$ cat config.mk
export PLATFORM = sky130hd
export DESIGN_NAME = seq_1010_scan_ctrl
export DESIGN_NICKNAME = d
export VERILOG_FILES = /design/src/rtl/seq_scan_pkg.sv /design/src/rtl/seq_1010_det.sv /design/src/rtl/seq_1010_scan_ctrl.sv
export SDC_FILE = /design/constraint.sdc
export NUM_CORES = 1
export LEC_CHECK = 0
export CAP_MARGIN = 15
export CORE_ASPECT_RATIO = 0.75
export CORE_MARGIN = 3
export CORE_UTILIZATION = 53
export CTS_CLUSTER_SIZE = 24
export DETAILED_ROUTE_END_ITERATION = 10
export GPL_ROUTABILITY_DRIVEN = 1
export HOLD_SLACK_MARGIN = 0.02
export PLACE_DENSITY = 0.9
export SLEW_MARGIN = 20
export SYNTH_ARGS = -nofsm -noshare
export SYNTH_HDL_FRONTEND = slang
export SYNTH_SLANG_ARGS = --single-unit
$ cat constraint.sdc
create_clock -name clk -period 2.6 [get_ports clk]
set_clock_uncertainty 0.1 [all_clocks]
set_input_delay 0.65 -clock clk [delete_from_list [all_inputs] [get_ports clk]]
set_output_delay 0.65 -clock clk [all_outputs]
set_load 0.02 [all_outputs]
$ cat src/rtl/seq_scan_pkg.sv
// rtl/seq_scan_pkg.sv - shared state encodings and match pattern for the 1010 scan controller
package seq_scan_pkg;

  // Controller phases: take a word, shift it through the detector, let the last bit settle, present result
  typedef enum logic [1:0] {
    ST_IDLE  = 2'd0,
    ST_SHIFT = 2'd1,
    ST_FLUSH = 2'd2,
    ST_RESP  = 2'd3
  } ctrl_state_e;

  // Detector progress through the pattern; DET_E means a full match was just seen
  typedef enum logic [2:0] {
    DET_A = 3'd0,
    DET_B = 3'd1,
    DET_C = 3'd2,
    DET_D = 3'd3,
    DET_E = 3'd4
  } det_state_e;

  // Pattern bits, first-received bit in [3]
  localparam logic [3:0] PATTERN_1010 = 4'b1010;

endpackage

$ cat src/rtl/seq_1010_det.sv
// rtl/seq_1010_det.sv - non-overlapping Moore detector for the serial pattern 1010
module seq_1010_det
  import seq_scan_pkg::*;
(
  input  logic clk,
  input  logic rst_n,
  input  logic en,
  input  logic clr,
  input  logic din,
  output logic hit
);

  det_state_e state_q, state_d;

  // Next state: clear wins over advance; with en low the state holds
  always_comb begin
    state_d = state_q;
    if (clr) begin
      state_d = DET_A;
    end else if (en) begin
      unique case (state_q)
        DET_A:   state_d = (din == PATTERN_1010[3]) ? DET_B : DET_A;
        DET_B:   state_d = (din == PATTERN_1010[2]) ? DET_C : DET_B;
        DET_C:   state_d = (din == PATTERN_1010[1]) ? DET_D : DET_A;
        DET_D:   state_d = (din == PATTERN_1010[0]) ? DET_E : DET_B;
        // After a match nothing is reused: a 1 may start a new pattern, a 0 cannot
        DET_E:   state_d = (din == PATTERN_1010[3]) ? DET_B : DET_A;
        default: state_d = DET_A;
      endcase
    end
  end

  // Detector state register
  always_ff @(posedge clk or negedge rst_n) begin
    if (!rst_n) begin
      state_q <= DET_A;
    end else begin
      state_q <= state_d;
    end
  end

  assign hit = (state_q == DET_E);

endmodule

$ cat src/rtl/seq_1010_scan_ctrl.sv
// rtl/seq_1010_scan_ctrl.sv - word-serial 1010 match counter; define SCAN_CARRY_EN to carry detector state across words
module seq_1010_scan_ctrl
  import seq_scan_pkg::*;
#(
  parameter int WORD_W = 8,
  parameter int CNT_W  = 4
) (
  input  logic              clk,
  input  logic              rst_n,
  input  logic              in_valid,
  input  logic [WORD_W-1:0] in_word,
  output logic              in_ready,
  output logic              out_valid,
  output logic [CNT_W-1:0]  out_hits,
  output logic              out_any,
  input  logic              out_ready,
  output logic [15:0]       total_hits
);

  localparam int              BC_W     = (WORD_W > 1) ? $clog2(WORD_W) : 1;
  localparam logic [BC_W-1:0] LAST_BIT = BC_W'(WORD_W - 1);
  localparam logic [CNT_W-1:0] HIT_MAX = {CNT_W{1'b1}};

  ctrl_state_e       state_q, state_d;
  logic [WORD_W-1:0] shreg_q, shreg_d;
  logic [BC_W-1:0]   bit_cnt_q, bit_cnt_d;
  logic [CNT_W-1:0]  hit_cnt_q, hit_cnt_d;
  logic [15:0]       total_q, total_d;
  logic [CNT_W-1:0]  out_hits_q, out_hits_d;
  logic              out_any_q, out_any_d;

  logic accept;
  logic det_en;
  logic det_din;
  logic det_clr;
  logic det_hit;
  logic count_ev;

  // In the first shift cycle the detector output still reflects the previous
  // word (already counted in its flush), so only later shift cycles count
  assign count_ev = det_hit &&
                    (((state_q == ST_SHIFT) && (bit_cnt_q != '0)) || (state_q == ST_FLUSH));

`ifdef SCAN_CARRY_EN
  // Stream mode: detector runs on continuously, matches may straddle words
  assign det_clr = 1'b0;
`else
  // Word mode: every accepted word starts from a fresh detector
  assign det_clr = accept;
`endif

  // Controller next-state, datapath updates and handshake outputs
  always_comb begin
    state_d    = state_q;
    shreg_d    = shreg_q;
    bit_cnt_d  = bit_cnt_q;
    hit_cnt_d  = hit_cnt_q;
    total_d    = total_q;
    out_hits_d = out_hits_q;
    out_any_d  = out_any_q;
    accept     = 1'b0;
    det_en     = 1'b0;
    det_din    = 1'b0;
    in_ready   = 1'b0;
    out_valid  = 1'b0;

    if (count_ev) begin
      if (hit_cnt_q != HIT_MAX) hit_cnt_d = hit_cnt_q + CNT_W'(1);
      if (total_q != 16'hFFFF)  total_d   = total_q + 16'd1;
    end

    unique case (state_q)
      ST_IDLE: begin
        in_ready = 1'b1;
        if (in_valid) begin
          accept    = 1'b1;
          shreg_d   = in_word;
          bit_cnt_d = '0;
          hit_cnt_d = '0;
          state_d   = ST_SHIFT;
        end
      end
      ST_SHIFT: begin
        det_en    = 1'b1;
        det_din   = shreg_q[WORD_W-1];
        shreg_d   = {shreg_q[WORD_W-2:0], 1'b0};
        bit_cnt_d = bit_cnt_q + BC_W'(1);
        if (bit_cnt_q == LAST_BIT) state_d = ST_FLUSH;
      end
      ST_FLUSH: begin
        // Last bit's match becomes visible here; latch the final count for the response
        out_hits_d = hit_cnt_d;
        out_any_d  = (hit_cnt_d != '0);
        state_d    = ST_RESP;
      end
      ST_RESP: begin
        out_valid = 1'b1;
        if (out_ready) state_d = ST_IDLE;
      end
      default: state_d = ST_IDLE;
    endcase
  end

  // Controller and datapath registers
  always_ff @(posedge clk or negedge rst_n) begin
    if (!rst_n) begin
      state_q    <= ST_IDLE;
      shreg_q    <= '0;
      bit_cnt_q  <= '0;
      hit_cnt_q  <= '0;
      total_q    <= '0;
      out_hits_q <= '0;
      out_any_q  <= 1'b0;
    end else begin
      state_q    <= state_d;
      shreg_q    <= shreg_d;
      bit_cnt_q  <= bit_cnt_d;
      hit_cnt_q  <= hit_cnt_d;
      total_q    <= total_d;
      out_hits_q <= out_hits_d;
      out_any_q  <= out_any_d;
    end
  end

  seq_1010_det u_det (
    .clk   (clk),
    .rst_n (rst_n),
    .en    (det_en),
    .clr   (det_clr),
    .din   (det_din),
    .hit   (det_hit)
  );

  assign out_hits   = out_hits_q;
  assign out_any    = out_any_q;
  assign total_hits = total_q;

endmodule

==> results.ini, run 1 <==
[run_status]
status=finished, final reports clean

[global_routing]
grt_util_met2_pct=33.5
grt.total_usage_pct=21.8
grt_pass1_wl_microns=8200
grt.overflow.total=0
busiest_layer=met2
grt_max_degree=20
antenna_found_initial=0
grtUsageMet3_pct=6.34
met1_usage_pct=30.8
first_global_vias=1729

[floorplan]
die_w_microns=80.7
coreArea_sq_um=3830
pin_count=35
rows=19
die_y_microns=62.0
die_area_sq_um=5010
start_util_pct=58.0

[logic_synthesis]
syn_area_per_cell_sq_um=10.4
yosysWarningCount=0
synth_ff_type=dfrtp_1
async_flop_share_pct=100
synth_seq_cells=41
synth_seq_area_share_pct=46.2
synth_cells=214
synth_edf_count=0
synth_cell_types=45
synth_area_sq_um=2220
syn_nets=237

[cells_and_area]
fin_area_sq_um=2740
final_nets=276
final_cell_mix=dfrtp_1, clkdlybuf4s50_1, a21oi_1, o22ai_1
layout_commonest_cell=dfrtp_1
area_delta_synth_final_pct=23.6
diodes=0
drive_above_1_share_pct=13.0

[critical_path]
worst-setup-path-type=reg2out
reg2reg_depth=6
r2r_start=state_q[1]
startpoint_type=register
cp_slowest_stage_delay_ns=0.62
required_ns=1.85
crit_fanout=4
crit_chain=inv_1 > ha_1 > clkdlybuf4s50_1
regToRegSetupSlack_ns=0.42
arrival_ns=1.65
endpoint_kind=primary output
r2r_end=total_hits[12]
slowest_stage=clkdlybuf4s50_1

[job]
maxCapViolCount=0

[clock_network]
cts_tree=done
clkTransAtPathRegs_ns=0.08
htree_num_levels=2
post_cts_buffers=0
ctsRootBufferMaster=clkbuf_8
clock-sinks=41
cts-buffers-inserted=5
insertion_delay_ns=0.29
hold_buffers=0
cts_buffer_depth=2
cts_resized=0

[sta]
tightestPinTransition_ns=0.574
relSlewSlack_pct=61.2
fmax_mhz=416
finalSetupViolCount=0
rsz0062_at_grt=false
post-route-period-util_pct=92.4
fin_tns_setup_ns=0
period_minus_slack_ns=2.40
hold_viol=0
finalMaxSlewViolations=0

[hold_path]
hold_class=in2async

[place]
port_buffers=34
hpwl_microns=3420
place.gp.congestion=0.861
dpl_cell_area_sq_um=2630

[route]
finalWirelength_microns=4770
first_iter_violations=93
first_pass_iters=4
vias=1729
drc=0
routed_via_density=5.65
wire_per_inst_microns=15.6
ant_nets=0

[power]
irDropWorstVdd_uv=694
power_density_nw_per_um2=912
leakage_nw=1.23

[flip-flops by register name, indices dropped and copies added, names as in the netlist]
register	cells
out_hits	4
shreg_q	8
hit_cnt_q	4
out_any	1
total_hits	16
u_det.state_q	3
bit_cnt_q	3
state_q	2
[critical path, delay by kind of cell, from the launching register on]
kind / cells / cell delay (ns)
flops: 1 / 0.42
buf+inv: 2 / 0.76
fa+ha+maj: 1 / 0.19
[how the worst max path moves through the flow]
stage | from | to
6_report | state_q[0] | in_ready
5_1_grt | state_q[1] | in_ready
4_1_cts | state_q[1] | in_ready
3_5_place_dp | state_q[1] | total_hits[12]
3_3_place_gp | bit_cnt_q[0] | total_hits[12]
2_1_floorplan | state_q[1] | total_hits[12]
[cell families (layout without fill, tap and decap cells)]
logic type	Yosys count	count (layout)	synth area share [%]
simple gates	68	68	18.5
compound gates	50	50	14.3
xor+xnor	14	14	5.52
buf+inv	19	59	3.78
mux	11	11	5.52
fa+ha+maj	11	11	6.20
flops	41	41	46.2
[through the flow]
| step | hold slack, ns | setup slack, ns | utilization, % | power [mW] | std cells |
|---|---|---|---|---|---|
| final | 0.186 | 0.199 | 71.7 | 2.50 | 306 |
| after global routing | 0.217 | 0.115 | 71.7 | 2.69 | 306 |
| after CTS | 0.203 | 0.196 | 71.7 | 2.51 | 306 |
| after detailed placement | 0.379 | 0.437 | 68.6 | 1.97 | 298 |
| after global placement | 0.366 | 0.510 | 68.6 | 1.93 | 298 |
| after floorplan | 0.254 | 0.510 | - | 1.65 | 214 |
[power breakdown]
part           internal, mW  leakage (nW)  total [mW]  switching [mW]
logic                 0.465         0.631        1.05           0.584
registers             0.787         0.539       0.926           0.139
clock network         0.313        0.0585       0.527           0.215
[cell type report]
| class | instances | area (sq um) |
|---|---|---|
| multi-input combinational | 154 | 1110 |
| fill | 281 | 1080 |
| sequential | 41 | 1030 |
| timing repair buffer | 41 | 388 |
| clock buffer | 7 | 86.3 |
| tap | 52 | 65.1 |
| inverter | 10 | 37.5 |
| clock inverter | 1 | 30.0 |
[layer usage]
| layer | routed length, microns | share of wire (%) |
|---|---|---|
| met1 | 2310 | 48 |
| met2 | 2270 | 48 |
| met3 | 157 | 3.3 |
| met4 | 29 | 0.61 |
| met5 | 0 | 0 |
[cell usage after synthesis, types with 4 or more instances]
cell      count  share of area, %
xor2_1        6               2.4
xnor2_1       8               3.2
dfrtp_1      41                46
nand3_1      10               2.3
ha_1         11               6.2
mux2_2        7               3.6
nor2_1       11               1.9
o22ai_1      13               3.7
nand4_1       7               2.0
clkbuf_1      6               1.0
a21oi_1      14               3.2
nand2_1       9               1.5
and2_1        4               1.1
nor3_2        4               1.8
nor3_1        4              0.90
o21ai_0       9               2.0
inv_1        10               1.7
Power figures use the tool's default switching activity.
==> run 2: changes to the inputs <==
GPL_TIMING_DRIVEN = 0   (was unset)
==> run 2 against run 1 <==
Routed wire length increased by 4.2%. Worst hold slack improved by 0.032 ns. Global-route usage up 0.21 points. Count of clock-buffer cells in the layout grew 1. Cell count is 0.98% higher. Sequential power about the same. Clock power fell by 25%. Non-clock buffer count increased by 3. Critical path type unchanged. Largest cell class unchanged.
==> results.ini, run 2 (synthesis gave the netlist of run 1 again) <==
[cells_and_area]
area_delta_synth_final_pct=22.9
largest_reg_flops=16
final_cell_mix=dfrtp_1, clkdlybuf4s50_1, a21oi_1, o22ai_1
layout_commonest_cell=dfrtp_1
drive_above_1_share_pct=10.9
fin_util_pct=71.3
multi_input_area_sq_um=1110
diodes=0
seq_area_sq_um=1030
final_nets=279
fin_area_sq_um=2730
n_fill_cell=301

[clock_network]
hold_buffers=0
htree_num_levels=2
cts-buffers-inserted=5
ctsRootBufferMaster=clkbuf_8
cts_resized=0
cts_buffer_depth=2
post_cts_buffers=0
clock-sinks=41
insertion_delay_ns=0.29
clkTransAtPathRegs_ns=0.08
cts_tree=done

[route]
vias=1770
drc=0
first_pass_iters=4
wire_per_inst_microns=16.1
ant_nets=0
routed_via_density=5.73
finalWirelength_microns=4970
first_iter_violations=121

[sta]
finalMaxSlewViolations=0
period_minus_slack_ns=2.49
hold_viol=0
relSlewSlack_pct=60.9
fmax_mhz=402
holdWs_ns=0.218
tightestPinTransition_ns=0.585
finalSetupViolCount=0
rsz0062_at_grt=false
post-route-period-util_pct=95.7

[critical_path]
crit_fanout=5
r2r_end=total_hits[12]
r2r_start=state_q[1]
crit_chain=inv_1 > ha_1 > clkdlybuf4s50_1
regToRegSetupSlack_ns=0.31
arrival_ns=1.74
worst-setup-path-type=reg2out
cp_slowest_stage_delay_ns=0.63
reg2reg_depth=8
endpoint_kind=primary output
setup.worst_path.end=in_ready
startpoint_type=register
slowest_stage=clkdlybuf4s50_1
crit_start=state_q[1]
required_ns=1.85

[place]
port_buffers=34
hpwl_microns=3470
place.gp.congestion=0.775
dpl_cell_area_sq_um=2650

[global_routing]
grt_max_degree=22
grt.total_usage_pct=22.0
grt_pass1_wl_microns=8380
first_global_vias=1827
grt.overflow.total=0
antenna_found_initial=0

[floorplan]
die_y_microns=62.0
start_util_pct=58.0
coreArea_sq_um=3830
pin_count=35
rows=19
die_w_microns=80.7
die_area_sq_um=5010

[hold_path]
hold_class=in2async

[power]
power_density_nw_per_um2=874
leakage_nw=1.21
irDropWorstVdd_uv=625
fin_total_pwr_mw=2.38

[run_status]
status=finished, final reports clean

[job]
maxCapViolCount=0

==> run 2: cell types whose count changed in the layout (fill, tap and decap cells not counted) <==
cell       previous run  this run
buf_6                 0         1
buf_16                0         1
bufinv_16             1         0
buf_2                 1         2
clkbuf_1              1         9
clkbuf_8              6         5
buf_4                 7         1
==> run 2: final cells by class <==
class                           instances  share of cell area [%]
Buffer                                  9                    1.70
Clock buffer                            8                    2.94
Inverter                               10                    1.38
Multi-Input combinational cell        154                    40.7
Sequential cell                        41                    37.6
Tap cell                               52                    2.39
Timing Repair Buffer                   35                    13.3
==> run 2: worst min path at each step <==
stage / cells after the start / to / from
after floorplan: 0 / bit_cnt_q[0] / rst_n
after global placement: 1 / out_hits[2] / out_hits[2]
after detailed placement: 1 / out_hits[2] / out_hits[2]
after CTS: 1 / state_q[0] / rst_n
after global routing: 1 / state_q[0] / rst_n
final: 1 / state_q[0] / rst_n
==> run 2: routing by layer <==
layer  wire length (microns)  vias up  GRT usage (%)
met3                     219        9           5.04
met4                      56        0           7.47
met1                    2300      850           29.0
met2                    2390       54           36.7
met5                       0        -              0
li1                        -      857              -
==> run 2: report_power, final <==
part	switching, mW	internal [mW]
Combinational	0.600	0.458
Sequential	0.141	0.788
Clock	0.206	0.191
==> run 2: critical path, delay by kind of cell, from the launching register on <==
| kind | cells | cell delay, ns |
|---|---|---|
| fa+ha+maj | 1 | 0.25 |
| buf+inv | 2 | 0.78 |
| flops | 1 | 0.41 |
==> run 2: metrics by stage <==
step	TNS, ns	std cells	setup WS, ns
2_1_floorplan	0	214	0.510
3_3_place_gp	-9.02	300	-0.222
3_5_place_dp	0	301	0.271
4_1_cts	0	309	0.114
5_1_grt	0	309	0.00715
6_report	0	309	0.111
